==> src/rtl/apb_csr_pkg.sv <==
// Shared constants for the APB CSR front end: default widths, register map and FSM state encoding.
package apb_csr_pkg;

   localparam int APB_BUS_SIZE_DEF   = 32;
   localparam int ADDR_SIZE_DEF      = 8;
   localparam int FIFO_OUT_WIDTH_DEF = 25;

   localparam logic [7:0] CTRL_ADDR   = 8'h00;
   localparam logic [7:0] DATA0_ADDR  = 8'h04;
   localparam logic [7:0] DATA1_ADDR  = 8'h08;
   localparam logic [7:0] RESULT_ADDR = 8'h0C;
   localparam logic [7:0] STATUS_ADDR = 8'h10;

   typedef enum logic [2:0] {
      ST_IDLE   = 3'd0,
      ST_SETUP  = 3'd1,
      ST_ACCESS = 3'd2,
      ST_POP    = 3'd3,
      ST_RESP   = 3'd4
   } state_t;

endpackage

==> src/rtl/apb_csr_addr_dec.sv <==
// Combinational decode of paddr into one select per CSR register plus an unmapped flag.
module apb_csr_addr_dec
   import apb_csr_pkg::*;
#(
   parameter int ADDR_SIZE = ADDR_SIZE_DEF
)(
   input  logic [ADDR_SIZE-1:0] paddr,
   output logic                 sel_ctrl,
   output logic                 sel_data0,
   output logic                 sel_data1,
   output logic                 sel_result,
   output logic                 sel_status,
   output logic                 unmapped
);

   assign sel_ctrl   = (paddr == ADDR_SIZE'(CTRL_ADDR));
   assign sel_data0  = (paddr == ADDR_SIZE'(DATA0_ADDR));
   assign sel_data1  = (paddr == ADDR_SIZE'(DATA1_ADDR));
   assign sel_result = (paddr == ADDR_SIZE'(RESULT_ADDR));
   assign sel_status = (paddr == ADDR_SIZE'(STATUS_ADDR));

   assign unmapped = ~(sel_ctrl | sel_data0 | sel_data1 | sel_result | sel_status);

endmodule

==> src/rtl/d_ff_async_en.sv <==
// Generic enabled register with asynchronous active-high reset to a parameterised value.
module d_ff_async_en #(
   parameter int               WIDTH   = 1,
   parameter logic [WIDTH-1:0] RST_VAL = '0
)(
   input  logic             clk,
   input  logic             rst,
   input  logic             en,
   input  logic [WIDTH-1:0] d,
   output logic [WIDTH-1:0] q
);

   // Callers hand in an active-high reset; the flop itself keeps the active-low template.
   logic rst_n;
   assign rst_n = ~rst;

   always_ff @(posedge clk or negedge rst_n) begin
      if (!rst_n) begin
         q <= RST_VAL;
      end else if (en) begin
         q <= d;
      end
   end

endmodule

==> src/rtl/apb_csr_ctrl.sv <==
// APB3 slave front end for the ALU CSR unit: register write strobes, FIFO_IN push pulse, RESULT pop sequencing.
// Build option APB_CSR_PSLVERR_EN turns on pslverr for unmapped, illegal-write and empty-RESULT accesses.
module apb_csr_ctrl
   import apb_csr_pkg::*;
#(
   parameter int APB_BUS_SIZE   = APB_BUS_SIZE_DEF,
   parameter int ADDR_SIZE      = ADDR_SIZE_DEF,
   parameter int FIFO_OUT_WIDTH = FIFO_OUT_WIDTH_DEF
)(
   input  logic                      clk,
   input  logic                      rst_n,
   input  logic                      psel,
   input  logic                      penable,
   input  logic                      pwrite,
   input  logic [ADDR_SIZE-1:0]      paddr,
   output logic [APB_BUS_SIZE-1:0]   prdata,
   output logic                      pready,
   output logic                      pslverr,
   output logic                      en_ctrl,
   output logic                      en_data0,
   output logic                      en_data1,
   output logic                      w_en_in,
   output logic                      r_en_out,
   output logic                      fifo_out_rd,
   input  logic                      start_bit,
   input  logic                      fifo_in_full,
   input  logic                      fifo_out_empty,
   input  logic [FIFO_OUT_WIDTH-1:0] final_result,
   input  logic [FIFO_OUT_WIDTH-1:0] fifo_out_status,
   output logic [2:0]                state_dbg
);

   // Handshake: a transfer completes in the cycle pready is high while the master holds
   // psel/penable; prdata and pslverr carry information (and are non-zero) only in that cycle.

   logic                    rst;
   state_t                  state_q;
   state_t                  state_d;
   logic [2:0]              state_q_bits;
   logic                    w_en_d;
   logic                    sel_ctrl;
   logic                    sel_data0;
   logic                    sel_data1;
   logic                    sel_result;
   logic                    sel_status;
   logic                    unmapped;
   logic                    result_pop;
   logic                    access_err;
   logic [APB_BUS_SIZE-1:0] rd_data;

   assign rst = ~rst_n;

   apb_csr_addr_dec #(
      .ADDR_SIZE (ADDR_SIZE)
   ) u_addr_dec (
      .paddr      (paddr),
      .sel_ctrl   (sel_ctrl),
      .sel_data0  (sel_data0),
      .sel_data1  (sel_data1),
      .sel_result (sel_result),
      .sel_status (sel_status),
      .unmapped   (unmapped)
   );

   d_ff_async_en #(
      .WIDTH   (3),
      .RST_VAL (ST_IDLE)
   ) u_state_ff (
      .clk (clk),
      .rst (rst),
      .en  (1'b1),
      .d   (state_d),
      .q   (state_q_bits)
   );

   assign state_q   = state_t'(state_q_bits);
   assign state_dbg = state_q_bits;

   // One push per start: the pulse blocks itself, and cs_registers clears start_bit off it.
   assign w_en_d = start_bit & ~fifo_in_full & ~w_en_in;

   d_ff_async_en #(
      .WIDTH   (1),
      .RST_VAL (1'b0)
   ) u_w_en_ff (
      .clk (clk),
      .rst (rst),
      .en  (1'b1),
      .d   (w_en_d),
      .q   (w_en_in)
   );

   assign result_pop = ~pwrite & sel_result & ~fifo_out_empty;

   always_comb begin
      state_d     = state_q;
      pready      = 1'b0;
      en_ctrl     = 1'b0;
      en_data0    = 1'b0;
      en_data1    = 1'b0;
      fifo_out_rd = 1'b0;
      r_en_out    = 1'b0;
      access_err  = 1'b0;
      rd_data     = '0;
      unique case (state_q)
         ST_IDLE: begin
            if (psel && !penable) begin
               state_d = ST_SETUP;
            end
         end
         ST_SETUP: begin
            state_d = psel ? ST_ACCESS : ST_IDLE;
         end
         ST_ACCESS: begin
            state_d = ST_IDLE;
            if (psel) begin
               if (result_pop) begin
                  state_d = ST_POP;
               end else begin
                  pready = 1'b1;
                  // A RESULT read that reaches here found FIFO_OUT empty.
                  access_err = unmapped | (pwrite & (sel_result | sel_status)) |
                               (~pwrite & sel_result);
                  if (pwrite) begin
                     en_ctrl  = sel_ctrl;
                     en_data0 = sel_data0;
                     en_data1 = sel_data1;
                  end else if (sel_ctrl) begin
                     rd_data = APB_BUS_SIZE'(start_bit);
                  end else if (sel_status) begin
                     rd_data = APB_BUS_SIZE'(fifo_out_status);
                  end
               end
            end
         end
         ST_POP: begin
            fifo_out_rd = 1'b1;
            r_en_out    = 1'b1;
            state_d     = ST_RESP;
         end
         ST_RESP: begin
            r_en_out = 1'b1;
            pready   = 1'b1;
            rd_data  = APB_BUS_SIZE'(final_result);
            state_d  = ST_IDLE;
         end
         default: begin
            state_d = ST_IDLE;
         end
      endcase
   end

   assign prdata = access_err ? '0 : rd_data;

`ifdef APB_CSR_PSLVERR_EN
   assign pslverr = access_err;
`else
   assign pslverr = 1'b0;
`endif

endmodule

==> config.mk <==
export PLATFORM = sky130hd
export DESIGN_NAME = apb_csr_ctrl
export DESIGN_NICKNAME = d
export VERILOG_FILES = /design/src/rtl/apb_csr_pkg.sv /design/src/rtl/apb_csr_addr_dec.sv /design/src/rtl/d_ff_async_en.sv /design/src/rtl/apb_csr_ctrl.sv
export SDC_FILE = /design/constraint.sdc
export NUM_CORES = 1
export LEC_CHECK = 0
export CORE_ASPECT_RATIO = 2
export CORE_MARGIN = 5
export CORE_UTILIZATION = 29
export CTS_BUF_LIST = sky130_fd_sc_hd__clkbuf_16
export CTS_CLUSTER_DIAMETER = 150
export DETAILED_ROUTE_END_ITERATION = 16
export GPL_TIMING_DRIVEN = 0
export PLACE_DENSITY = 0.78
export SYNTH_ARGS = -nofsm -noshare
export SYNTH_HDL_FRONTEND = slang
export SYNTH_HIERARCHICAL = 1
export SYNTH_SLANG_ARGS = --single-unit
==> constraint.sdc <==
create_clock -name clk -period 4.6 [get_ports clk]
set_input_delay 0.92 -clock clk [delete_from_list [all_inputs] [get_ports clk]]
set_output_delay 0.92 -clock clk [all_outputs]
set_load 0.01 [all_outputs]
==> reports/results.ini <==
[run_status]
run_status = completed

[min_path]
worstHoldPathType = reg2reg
worst_hold_path.num_cells = 2

[worst_setup_path]
crit_slowest_cell = sky130_fd_sc_hd__or4_4
critical_path.reg2reg.startpoint = u_state_ff/q[1]
critical_path_cell_count = 10
crit-reg2reg-capture = u_state_ff/q[1]
cp.arrival_ns = 3.65
cp_top_family = buffers and inverters
crit_start = paddr[1]
rrSetupSlack_ns = 3.25
critical_path_capture_point = prdata[13]
setup.worst_path.start_class = input pin
cp_cell_sequence = clkdlybuf4s50_1 -> or4_4 -> buf_6 -> nor4_4 -> or3b_1 -> buf_6 -> a311o_4 -> buf_6 -> a21oi_2 -> dlygate4sd2_1
kind_of_critical_path = in2out
worstSetupEndpointType = output port
timing.reg2reg.worst_path_depth = 4
path_buf_inv = 5
timing.critical_path.mode_cell = sky130_fd_sc_hd__buf_6
critical_path_peak_fanout = 10
critical_path.max_stage_delay_ns = 0.53
worstPathRequired_ns = 3.68

[grt]
grt_pass1_vias = 1573
grt_start_max_net_pins = 11
overflow = 0
grt_pass1_wl_mm = 7.00
grt_use_total = 0.182
antenna_found_initial = 0

[routing]
drtPass1Iterations = 3
routed-via-count = 1519
drcViolationCount = 0
avgRoutedWirePerCell_um = 15.2
route.detailed.vias_per_inst = 4.88
detailedRoute.firstIterationViolations = 12
drt_wl_total_mm = 4.73
postRouteAntennaNets = 0

[floorplanning]
core_um2 = 3570
fp.dieH_um = 95.2
std_cell_rows = 31
initial_utilization = 0.295
die-area_um2 = 5010
floorplan.io_pins = 109
die_x_um = 52.6

[synth]
synth_top_family_by_area = simple AND/OR/NAND/NOR gates
yosysSeqAreaShare = 0.0950
synth_fa_ha_area_frac = 0
synth_cells = 147
average_footprint_of_a_synthesized_cell_um2 = 7.17
synth_xor_area_frac = 0.00831
synth_cell_types = 35
muxShareOfSynthArea = 0.0463
mappedNetlistArea_um2 = 1050
synth-simple-area-share = 0.431
synth-compound-area-share = 0.254
synth.yosys.warnings = 6
synth_seq_cells = 4

[pwr]
net-switching-power_uw = 79.6
clock_power_share = 0.434
ir_drop_mv = 0.249
p_leak_uw = 0.000868
pwr-share-comb = 0.424
seq_power_share = 0.142
internal_power_component_uw = 231
switching_share = 0.256
cellPowerDensity_nw_per_um2 = 141

[placed_design]
preCtsSetupSlack_ns = -0.594
final_wtd_congestion = 0.766
placed_cell_area_um2 = 2150
placed_instances = 306
placement.io_buffers = 100
place_hpwl_mm = 3.95

[finish]
nNetsFinal = 330
layout.core_utilization = 0.618
post-route-cell-area_um2 = 2210
ant_diodes = 0
layout_cells_sized_above_1 = 0.263
area_growth_syn_to_layout_pct = 109
finalNonFillerCells = 311

[clocking]
clock_tree.htree_level_count = 1
tritoncts = built
clkSinkCount = 4
max-clock-path-buffers = 2
cts_bufs_inserted = 3
cts_root_buffer = sky130_fd_sc_hd__clkbuf_16
clock_latency_at_the_later_pin_of_the_worst_skew_pair_ns = 0.22
clk_pin_slew_ns = 0.03

[timing]
worst_pin_slew_ns = 0.759
timing.slew.headroom = 0.490
final.hold.worst_slack_ns = 0.719
fmax_mhz = 219
rsz0062_at_grt = yes
timing.final.max_slew_violations = 0
setup_viol_count_final = 0
timing.final.ws_setup_ns = 0.0312
worst_case_clock_skew_ns = 0.000585
period_minus_slack_ns = 4.57
hold_violations = 0
post-route-period-util = 0.993

[job]
maxCapViolations = 0

Yosys cell counts (all sizes together):
library cell   n  area, µm²
and3b          1       8.76
and2           1       6.26
conb           2       7.51
a21o           1       7.51
buf           19        136
a311o          1       20.0
nand2         26       97.6
clkbuf         3       11.3
and4bb         1       12.5
nor4           3       18.8
mux2           4       48.8
and3           3       18.8
inv            5       18.8
a211o          2       17.5
nor4b          2       30.0
nor2           3       11.3
or4            1       11.3
nand4         24        150
or2            2       12.5
a2111oi        1       8.76
or3b           2       17.5
nor3b          3       27.5
dfrtp          4        100
o2111ai        1       8.76
a21oi         26        205
nand2b         4       25.0
xnor2          1       8.76
nor2b          1       6.26
per-layer routing:
| metal | share of wire | routed length [µm] | track usage |
|---|---|---|---|
| met1 | 0.33 | 1570 | 0.154 |
| met2 | 0.56 | 2660 | 0.369 |
| met3 | 0.069 | 326 | 0.0454 |
| met4 | 0.038 | 178 | 0.0810 |
| met5 | 0 | 0 | 0 |
sequential cells by signal, indices dropped and copies added, names as in the netlist:
name,count
u_state_ff/q,3
u_w_en_ff/q,1
metrics by stage:
step	total power, µW	setup TNS, ns
2_1_floorplan	97.0	0
3_3_place_gp	173	-12.43
3_5_place_dp	175	-12.67
4_1_cts	314	0
5_1_grt	328	-0.339
6_report	311	0
worst min-delay path by stage:
stage / startpoint / end
final: u_w_en_ff/q / u_w_en_ff/q
after global routing: u_w_en_ff/q / u_w_en_ff/q
after CTS: u_w_en_ff/q / u_w_en_ff/q
after detailed placement: u_w_en_ff/q / u_w_en_ff/q
after global placement: u_w_en_ff/q / u_w_en_ff/q
after floorplan: rst_n / u_w_en_ff/q
placed cells by master (no fill, tap or decap), drive strengths merged, types with 4 or more instances in the layout:
cell type      count
a21oi             26
buf               20
clkbuf            17
clkdlybuf4s50     75
conb              12
dfrtp              4
dlygate4sd2       14
inv                5
mux2               4
nand2             26
nand2b             4
nand4             24
power groups by stage:
stage	Combinational (µW)	Sequential (µW)	Clock, µW
6_report	132	44.0	135
5_1_grt	141	45.0	142
4_1_cts	133	44.0	138
3_5_place_dp	130	44.3	0
3_3_place_gp	129	44.2	0
2_1_floorplan	52.0	45.0	0
worst register-to-register path: stages, from the launching register on:
cell,delay (ns)
sky130_fd_sc_hd__dfrtp_1,0.35
sky130_fd_sc_hd__buf_2,0.19
sky130_fd_sc_hd__or3b_2,0.45
sky130_fd_sc_hd__a21oi_1,0.13
sky130_fd_sc_hd__mux2_2,0.16
logic make-up after synthesis:
family / after synthesis
AOI/OAI and AO/OA: 32
xor gates and xnor gates: 1
buffers and inverters: 27
DFF: 4
muxes: 4
other: 2
and+or+nand+nor: 77
layout make-up:
class | instances | area [µm²]
flip-flops and latches | 4 | 100
well taps | 49 | 61.3
repair buffers | 102 | 950
plain buffers | 22 | 150
multi-input cells | 126 | 851
fillers | 375 | 1360
inverters | 5 | 18.8
clock buffers | 3 | 75.1
timing repair:
item,in CTS,in global routing
hold buffers,0,0
setup endpoints to repair,26,21
resized for setup,33,20
setup buffers,1,1
pin swaps,1,0
Power figures use the tool's default switching activity.
